File: config.mk
export PLATFORM = sky130hd
export DESIGN_NAME = pulse_stretcher
export DESIGN_NICKNAME = d
export VERILOG_FILES = /design/src/rtl/pulse_stretcher.sv
export SDC_FILE = /design/constraint.sdc
export NUM_CORES = 1
export LEC_CHECK = 0
export CORE_AREA = 2 2 39 41
export CTS_BUF_LIST = sky130_fd_sc_hd__clkbuf_4 sky130_fd_sc_hd__clkbuf_8
export DETAILED_ROUTE_END_ITERATION = 7
export DIE_AREA = 0 0 41 43
export PLACE_DENSITY = 0.79
export SLEW_MARGIN = 20
export SYNTH_ARGS = -nofsm -noshare
export SYNTH_HDL_FRONTEND = slang
export SYNTH_SLANG_ARGS = --single-unit
File: constraint.sdc
create_clock -name clk -period 4.6 [get_ports clk]
set_input_delay 0.92 -clock clk [delete_from_list [all_inputs] [get_ports clk]]
set_output_delay 0.92 -clock clk [all_outputs]
set_load 0.05 [all_outputs]
File: src/rtl/pulse_stretcher.sv
// Stretches single-cycle strobes into fixed-width pulses with a guaranteed low gap.
// Strobes that arrive while busy are queued in a saturating counter and replayed in order.
module pulse_stretcher #(
    parameter int unsigned HIGH_CYCLES = 4,
    parameter int unsigned LOW_CYCLES  = 2,
    parameter int unsigned PEND_W      = 4
) (
    input  logic              clk,
    input  logic              rst_n,
    input  logic              pulse_in,
    input  logic              clr_overflow,
    output logic              pulse_out,
    output logic              busy,
    output logic [PEND_W-1:0] pending,
    output logic              overflow
);

    localparam int unsigned MAX_CYC = (HIGH_CYCLES > LOW_CYCLES) ? HIGH_CYCLES : LOW_CYCLES;
    localparam int unsigned CNT_W   = $clog2(MAX_CYC) + 1;

    localparam logic [CNT_W-1:0]  HIGH_LOAD = CNT_W'(HIGH_CYCLES - 1);
    localparam logic [CNT_W-1:0]  LOW_LOAD  = CNT_W'(LOW_CYCLES - 1);
    localparam logic [CNT_W-1:0]  CNT_ZERO  = '0;
    localparam logic [PEND_W-1:0] PEND_MAX  = '1;
    localparam logic [PEND_W-1:0] PEND_ZERO = '0;

    typedef enum logic [1:0] {
        IDLE = 2'd0,
        HIGH = 2'd1,
        GAP  = 2'd2
    } state_t;

    state_t             state;
    state_t             state_next;
    logic [CNT_W-1:0]   cnt;
    logic [CNT_W-1:0]   cnt_next;
    logic [PEND_W-1:0]  pending_next;
    logic               overflow_next;
    logic               pulse_next;
    logic               busy_next;
    logic               pend_inc;
    logic               pend_dec;
    logic               drop;

    // Next-state, cycle counter and backlog bookkeeping.
    always_comb begin
        state_next    = state;
        cnt_next      = cnt;
        pend_inc      = 1'b0;
        pend_dec      = 1'b0;
        drop          = 1'b0;
        pending_next  = pending;
        overflow_next = overflow;
        pulse_next    = 1'b0;
        busy_next     = 1'b0;

        case (state)
            IDLE: begin
                cnt_next = CNT_ZERO;
                if (pulse_in) begin
                    state_next = HIGH;
                    cnt_next   = HIGH_LOAD;
                end
            end
            HIGH: begin
                pend_inc = pulse_in;
                if (cnt == CNT_ZERO) begin
                    state_next = GAP;
                    cnt_next   = LOW_LOAD;
                end else begin
                    cnt_next = cnt - CNT_W'(1);
                end
            end
            GAP: begin
                pend_inc = pulse_in;
                if (cnt == CNT_ZERO) begin
                    // A strobe on this very edge counts toward the replay decision.
                    if ((pending != PEND_ZERO) || pulse_in) begin
                        state_next = HIGH;
                        cnt_next   = HIGH_LOAD;
                        pend_dec   = 1'b1;
                    end else begin
                        state_next = IDLE;
                        cnt_next   = CNT_ZERO;
                    end
                end else begin
                    cnt_next = cnt - CNT_W'(1);
                end
            end
            default: begin
                state_next = IDLE;
                cnt_next   = CNT_ZERO;
            end
        endcase

        if (pend_inc && !pend_dec) begin
            if (pending == PEND_MAX) begin
                drop = 1'b1;
            end else begin
                pending_next = pending + PEND_W'(1);
            end
        end else if (!pend_inc && pend_dec) begin
            pending_next = pending - PEND_W'(1);
        end

        // Set has priority over clear.
        if (drop) begin
            overflow_next = 1'b1;
        end else if (clr_overflow) begin
            overflow_next = 1'b0;
        end

        pulse_next = (state_next == HIGH);
        busy_next  = (state_next != IDLE);
    end

    // State and registered outputs.
    always_ff @(posedge clk) begin
        if (!rst_n) begin
            state     <= IDLE;
            cnt       <= CNT_ZERO;
            pending   <= PEND_ZERO;
            overflow  <= 1'b0;
            pulse_out <= 1'b0;
            busy      <= 1'b0;
        end else begin
            state     <= state_next;
            cnt       <= cnt_next;
            pending   <= pending_next;
            overflow  <= overflow_next;
            pulse_out <= pulse_next;
            busy      <= busy_next;
        end
    end

endmodule

==> results of run 1 <==
worst max-delay path by stage:
stage,from,endpoint,cells after the start
floorplan,pulse_in,pending[3],7
global placement,pulse_in,pending[3],8
detailed placement,pulse_in,pending[3],8
CTS,pulse_in,pending[3],8
global route,pulse_in,pending[3],8
finish,pulse_in,pending[3],8
cell families after synthesis:
family,count (synthesis),share of synthesized area
buf+inv,7,0.03710
compound gates,24,0.2350
simple gates,27,0.2279
flops,12,0.3392
mux,1,0.01413
xor+xnor,1,0.01237
fa+ha+maj,7,0.1343
through the flow:
stage / instances / utilization / instance area, sq um
6_report: 108 / 0.6221 / 860.8
5_1_grt: 108 / 0.6221 / 860.8
4_1_cts: 108 / 0.6221 / 860.8
3_5_place_dp: 104 / 0.5958 / 824.5
3_3_place_gp: 104 / 0.5958 / 824.5
2_1_floorplan: 79 / - / 708.2
sequential cells by signal, indices dropped and copies added (netlist names):
register / flops
pending: 4
cnt: 3
state: 2
busy: 1
overflow: 1
pulse_out: 1
Yosys cell counts:
library cell / number / area share
nand2b_1: 2 / 0.018
nor3b_1: 1 / 0.011
nand3_1: 1 / 0.0071
and3b_1: 1 / 0.012
o22ai_1: 1 / 0.0088
and2_2: 1 / 0.011
o32ai_1: 1 / 0.012
a31oi_1: 1 / 0.0088
nand3b_1: 1 / 0.011
clkbuf_1: 1 / 0.0053
o21ai_0: 7 / 0.049
fa_1: 1 / 0.028
inv_1: 6 / 0.032
o211ai_1: 1 / 0.011
a211oi_4: 1 / 0.028
and3_2: 1 / 0.011
nor4_1: 1 / 0.0088
nor2b_1: 1 / 0.0088
nand2_1: 6 / 0.032
dfxtp_1: 12 / 0.34
ha_1: 6 / 0.11
xnor2_1: 1 / 0.012
o311a_2: 1 / 0.016
nor2_1: 2 / 0.011
and4b_1: 1 / 0.014
a21oi_1: 6 / 0.042
a211o_1: 1 / 0.012
nand4_1: 2 / 0.018
or4b_4: 1 / 0.019
a2bb2o_1: 1 / 0.014
nor3_1: 4 / 0.028
o21bai_1: 2 / 0.021
o31ai_1: 1 / 0.011
mux2i_1: 1 / 0.014
and2_1: 1 / 0.0088
power by group:
part	internal [mW]	switching, mW	leakage [nW]
combinational	0.0635	0.0972	0.222
sequential	0.121	0.0195	0.0985
clock	0.0481	0.0370	0.0210
layout make-up:
type	instances	area share
Clock buffer	4	0.04215
Timing Repair Buffer	10	0.1163
Inverter	6	0.02616
Multi-Input combinational cell	60	0.5131
Tap cell	16	0.02326
Sequential cell	12	0.2791
routing by layer:
layer  share of wire  up-vias
met5               0        -
met2            0.42        9
met4           0.021        0
met3           0.027        4
li1                -      318
met1            0.53      270
worst max-delay path: cells and delay by family:
kind | cells | cell delay, ns
fa+ha+maj | 1 | 0.34
simple gates | 4 | 0.62
buf+inv | 1 | 0.56
compound gates | 2 | 0.48
==> reports/qor.yml, run 1 <==
coreArea_sq_um: 1384
dp_slack_ns: 1.553
dp_hpwl_mm: 1.017
place.gp.congestion: 0.8897
r2r-end: "pending[3]"
clock_path_buffers: 2
viasPerCell: 5.565
rsz0062_at_grt: "false"
post-cts-setup-buffers: 0
fmax_mhz: 363.8
hold_path.startpoint: "cnt[2]"
globalRouteOverflowTotal: 0
row_count: 14
power-per-cell-area_nw_per_um2: 448.3
io_buffers: 10
cp_slowest_cell: "clkdlybuf4s50_1"
numCtsBuffers: 3
final_cell_mix: "dfxtp_1 (12), clkdlybuf4s50_1 (10), o21ai_0 (7)"
ioPinCount: 11
slew_headroom: 0.5333
die_y_microns: 43
track_usage: 0.2061
synth-seq-cells: 12
clock_latency_ns: 0.28
ant_nets: 0
min_period_ns: 2.748
area_growth_pct: 21.55
netlist_instances: 79
max-cap-violations: 0
final_common_cell: "dfxtp_1"
fill_cells: 121
worst_slew_pin_slew_ns: 0.6937
setup_slack_ns: 1.852
cp_data_arrival_time_ns: 2.91
drt-pass1-iter-count: 4
drc_errors: 0
seq_area_frac_synth: 0.3392
grt_pass1_wl_mm: 2.463
fin_setup_tns_ns: 0
register_area_sq_um: 240.2
yosysWarnings: 0
drt_wl_total_mm: 1.375
vias: 601
holdBufCountCts: 0
antenna_cells: 0
synthesis.area_sq_um: 708.2
antenna_found_initial: 0
worst_setup_path_start_kind: "input pin"
clock_skew_ns: 0.007234
r2r_cells: 9
cts_resized: 0
grtUsageMet2: 0.2781
crit_type: "input pin to register"
cts_tree: "yes"
grt_max_degree: 10
hold_depth: 2
die-area_sq_um: 1763
drt_iter0_drc: 11
multi_input_area_sq_um: 441.7
ir_drop_v: 0.0002376
critPathCaptureType: "register"
min_to: "cnt[2]"
slew_violations: 0
synth.distinct_cells: 35
r2r_start: "state[0]"
start_util: 0.5118
min_period_over_period: 0.5975
syn-num-nets: 90
clk_pin_slew_worst_paths_ns: 0.08
busiest_layer: "met1"
grt_pass1_vias: 573
htreeDepth: 1
grt_use_met3: 0.06283
synth.avg_cell_area_sq_um: 8.964
drive_above_1_share: 0.09783
crit_path_max_fanout: 6
crit_required_ns: 4.76
die_w_microns: 41
clock-root-buffer: "clkbuf_4"
worst_hold_slack_ns: 0.5020
wl_per_cell_microns: 12.73
hold_violations: 0
min_path_type: "register to register"
p_leak_nw: 0.3417
cp_common_cell: "nand2_1"
layout.nets: 104
critPathMaxStageDelay_ns: 0.56
clock_sinks: 12
status: "complete, no violations"
setup_viol: 0
rrSetupSlack_ns: 2.11
path_cells: "clkdlybuf4s50_1 -> and2_2 -> nand2_1 -> ha_1 -> a21oi_1 -> nand2_1 -> and4b_1 -> a211o_1"
fin_total_pwr_uw: 386.0
grtUsageMet1: 0.2885
Note: power is estimated with default switching activity, not from simulation.
==> inputs of run 2 (changes only) <==
- CORE_AREA: 2 2 39 41 -> unset
- CORE_UTILIZATION: unset -> 54
- DIE_AREA: 0 0 41 43 -> unset
- PLACE_DENSITY: 0.79 -> 0.8
- clock period: 4.6 -> 2.85 ns (I/O delays scaled with it)
==> reports/qor.yml, run 2 (synthesis gave the netlist of run 1 again) <==
largest_register_ffs: 4
clock_path_buffers: 2
grt_pass1_vias: 554
clock_latency_ns: 0.28
crit_path_max_fanout: 5
fin_setup_tns_ns: 0
track_usage: 0.2393
final_cell_mix: "dfxtp_1 (12), clkdlybuf4s50_1 (10), o21ai_0 (7)"
clk_pin_slew_worst_paths_ns: 0.08
drt_iter0_drc: 18
worst_slew_pin_slew_ns: 0.7111
instances_no_fill: 106
cp_data_arrival_time_ns: 2.66
worst_hold_slack_ns: 0.5197
drive_above_1_share: 0.09783
io_buffers: 10
die_w_microns: 38.22
place.gp.congestion: 0.8099
busiest_layer: "met2"
die-area_sq_um: 1460
fmax_mhz: 402.0
antenna_cells: 0
layout.nets: 104
numCtsBuffers: 3
min_path_type: "register to register"
grtUsageMet1: 0.3273
grtUsageMet2: 0.3686
holdBufCountCts: 0
drc_errors: 0
pwr-share-seq: 0.363
cts_resized: 0
p_clk_frac: 0.221
grt_max_degree: 10
grt_pass1_wl_mm: 2.415
ant_nets: 0
grt_use_met3: 0.06977
dp_hpwl_mm: 1.041
critPathCaptureType: "register"
wl_per_cell_microns: 12.63
top_regs: "pending (4), cnt (3), state (2)"
final_common_cell: "dfxtp_1"
globalRouteOverflowTotal: 0
p_leak_nw: 0.3417
clock-root-buffer: "clkbuf_4"
intPower_uw: 374.1
power-per-cell-area_nw_per_um2: 723.7
post-cts-setup-buffers: 0
crit_type: "register to register"
slew_headroom: 0.5216
start_util: 0.6126
p_switching_uw: 247.0
dp_cells: 102
htreeDepth: 1
viasPerCell: 5.821
coreArea_sq_um: 1156
cts_tree: "yes"
max-cap-violations: 0
min_period_ns: 2.487
min_period_over_period: 0.8727
rsz0062_at_grt: "false"
regMostFlops: "pending"
drt-pass1-iter-count: 4
ir_drop_v: 0.0004289
hold_violations: 0
slew_violations: 0
row_count: 12
swShare: 0.3977
crit_required_ns: 3.02
drt_wl_total_mm: 1.339
setup_viol: 0
die_y_microns: 38.22
p_comb_frac: 0.417
ioPinCount: 11
area_growth_pct: 21.20
vias: 617
clock_sinks: 12
clock_skew_ns: 0.006441
worst_setup_path_start_kind: "register"
antenna_found_initial: 0
status: "complete, no violations"
[run 2: cell counts in the layout (fill, tap and decap cells not counted)]
Identical to the previous run, type by type.
[run 2: per-layer routing]
metal	wire length, microns	up-vias
li1	-	320
met1	675	279
met2	592	16
met5	0	-
met4	12	0
met3	58	2
[run 2: per-stage QoR]
step / utilization / power (mW) / cell area, sq um / worst slack, ns
final: 0.7424 / 0.6211 / 858.3 / 0.3627
after global routing: 0.7424 / 0.6609 / 858.3 / 0.1973
after CTS: 0.7424 / 0.6249 / 858.3 / 0.3726
after detailed placement: 0.7110 / 0.4872 / 822.0 / 0.1919
after global placement: 0.7110 / 0.4806 / 822.0 / 0.2424
after floorplan: - / 0.4180 / 708.2 / 0.5710
[run 2: path summary, 6_finish.rpt]
path,startpoint,end,slack [ns],cells after the start
setup / recovery,state[0],pending[3],0.36,9
hold / removal,cnt[2],cnt[2],0.52,2
setup reg to reg,state[0],pending[3],0.36,9
hold reg to reg,cnt[2],cnt[2],0.52,2
[run 2: critical path: stages (launching register included)]
cell	delay [ns]
dfxtp_1	0.35
inv_1	0.09
ha_1	0.22
or4b_4	0.53
nand2_1	0.17
ha_1	0.29
a21oi_1	0.26
nand2_1	0.08
and4b_1	0.17
a211o_1	0.21
[run 2: layout make-up]
type	count	area [sq um]
clock buffers	4	36.28
fillers	104	297.8
inverters	6	22.52
multi-input cells	60	441.7
flip-flops and latches	12	240.2
well taps	14	17.52
repair buffers	10	100.1
[run 2: power by group through the flow]
| stage | clock (mW) | sequential (mW) | combinational, mW |
|---|---|---|---|
| after global routing | 0.147 | 0.231 | 0.283 |
| after global placement | 0 | 0.228 | 0.253 |
| final | 0.137 | 0.225 | 0.259 |
| after detailed placement | 0 | 0.229 | 0.258 |
| after floorplan | 0 | 0.286 | 0.132 |
| after CTS | 0.140 | 0.226 | 0.259 |
==> inputs of run 3 (changes only) <==
- CORE_UTILIZATION: 54 -> 49
- PLACE_DENSITY: 0.8 -> 0.77
- clock period: 2.85 -> 2.26 ns (I/O delays scaled with it)
==> reports/qor.yml, run 3 (synthesis gave the netlist of run 1 again) <==
dp_cells: 109
clock_path_buffers: 2
max-cap-violations: 0
antenna_cells: 0
drt-pass1-iter-count: 4
worst_slew_pin_slew_ns: 0.5016
min_path_type: "register to register"
status: "complete, no violations"
dp_slack_ns: -0.02985
place.gp.congestion: 0.8808
clock_skew_ns: 0.0009360
ir_drop_v: 0.0004696
worst_setup_path_start_kind: "register"
cts_tree: "yes"
dp_hpwl_mm: 1.124
hold_depth: 2
die_y_microns: 40.02
cp_data_arrival_time_ns: 2.27
crit_path_max_fanout: 4
hold_path.startpoint: "cnt[2]"
hold_violations: 0
slew_violations: 0
critPathMaxStageDelay_ns: 0.48
power-per-cell-area_nw_per_um2: 868.2
drt_wl_total_mm: 1.544
fill_cells: 107
setup_slack_ns: 0.1610
die_w_microns: 40.02
row_count: 13
wl_per_cell_microns: 13.54
r2r-end: "pending[3]"
p_leak_nw: 0.3751
largest_register_ffs: 4
min_period_ns: 2.099
path_buf_inv: 1
instances_no_fill: 114
drc_errors: 0
grt_max_degree: 10
critPathTopFamily: "simple AND/OR/NAND/NOR gates"
setup_viol: 0
crit_type: "register to register"
numCtsBuffers: 3
clock_latency_ns: 0.27
vias: 653
min_to: "cnt[2]"
die-area_sq_um: 1601
htreeDepth: 1
globalRouteOverflowTotal: 0
track_usage: 0.2261
r2r_cells: 9
r2r_start: "state[0]"
drive_above_1_share: 0.2020
viasPerCell: 5.728
start_util: 0.5375
regMostFlops: "pending"
path_cells: "inv_1 -> ha_1 -> or4b_4 -> nand2_2 -> ha_1 -> nand3_1 -> nand2_1 -> and4b_1 -> a211o_1"
cp_slowest_cell: "or4b_4"
clk_pin_slew_worst_paths_ns: 0.08
rrSetupSlack_ns: 0.16
cp_common_cell: "ha_1"
slew_headroom: 0.6646
coreArea_sq_um: 1318
ant_nets: 0
cp.depth: 9
fmax_mhz: 476.4
fin_setup_tns_ns: 0
antenna_found_initial: 0
grt_pass1_wl_mm: 2.373
top_regs: "pending (4), cnt (3), state (2)"
final_common_cell: "dfxtp_1"
rsz0062_at_grt: "false"
io_buffers: 10
clock-root-buffer: "clkbuf_4"
grt_pass1_vias: 550
final_cell_mix: "dfxtp_1 (11), clkdlybuf4s50_1 (10), buf_4 (8)"
area_growth_pct: 30.74
min_period_over_period: 0.9288
crit_required_ns: 2.43
ioPinCount: 11
layout.nets: 112
drt_iter0_drc: 4
critPathCaptureType: "register"
clock_sinks: 12
[run 3: cell type report]
cell class / count / area, sq um / share of cell area
clock buffers: 3 / 22.52 / 0.02432
inverters: 6 / 22.52 / 0.02432
multi-input cells: 60 / 460.4 / 0.4973
flip-flops and latches: 12 / 241.5 / 0.2608
well taps: 15 / 18.77 / 0.02027
repair buffers: 18 / 160.2 / 0.1730
[run 3: worst reg2reg max path: cells and delay by family, from the launching register on]
kind            cells  cell delay (ns)
buf+inv             1             0.07
flops               1             0.31
fa+ha+maj           2             0.40
simple gates        5             1.00
compound gates      1             0.21
[run 3: how the worst max path moves through the flow]
stage,from,end
2_1_floorplan,state[0],pending[3]
5_1_grt,state[0],pending[3]
4_1_cts,state[1],pending[3]
6_report,state[0],pending[3]
3_3_place_gp,pulse_in,pending[3]
3_5_place_dp,pulse_in,pending[3]
[run 3: what timing repair did]
item	CTS	global route
resized for setup	0	3
hold buffers	0	0
buffers inserted	0	2
endpoints found under the setup margin	0	1
[run 3: per-layer routing]
layer	up-vias	global-route usage	share of wire
li1	332	-	-
met1	305	0.3276	0.48
met2	14	0.3266	0.46
met3	2	0.05000	0.049
met4	0	0.07759	0.0078
met5	-	0	0
[run 3: per-stage QoR]
| step | instance area (sq um) | hold slack [ns] | total power [mW] | util |
|---|---|---|---|---|
| 4_1_cts | 894.6 | 0.5045 | 0.7818 | 0.6790 |
| 3_3_place_gp | 872.1 | 0.4792 | 0.6375 | 0.6619 |
| 3_5_place_dp | 872.1 | 0.4938 | 0.6469 | 0.6619 |
| 5_1_grt | 925.9 | 0.5491 | 0.8544 | 0.7028 |
| 2_1_floorplan | 711.9 | 0.4604 | 0.5323 | - |
| 6_report | 925.9 | 0.5075 | 0.8039 | 0.7028 |
[run 3: power breakdown]
group | switching (mW) | total, mW | internal (mW) | leakage [nW]
clock | 0.0728 | 0.135 | 0.0617 | 0.0138
sequential | 0.0385 | 0.284 | 0.246 | 0.0990
combinational | 0.218 | 0.385 | 0.167 | 0.262
total | 0.329 | 0.804 | 0.475 | 0.375
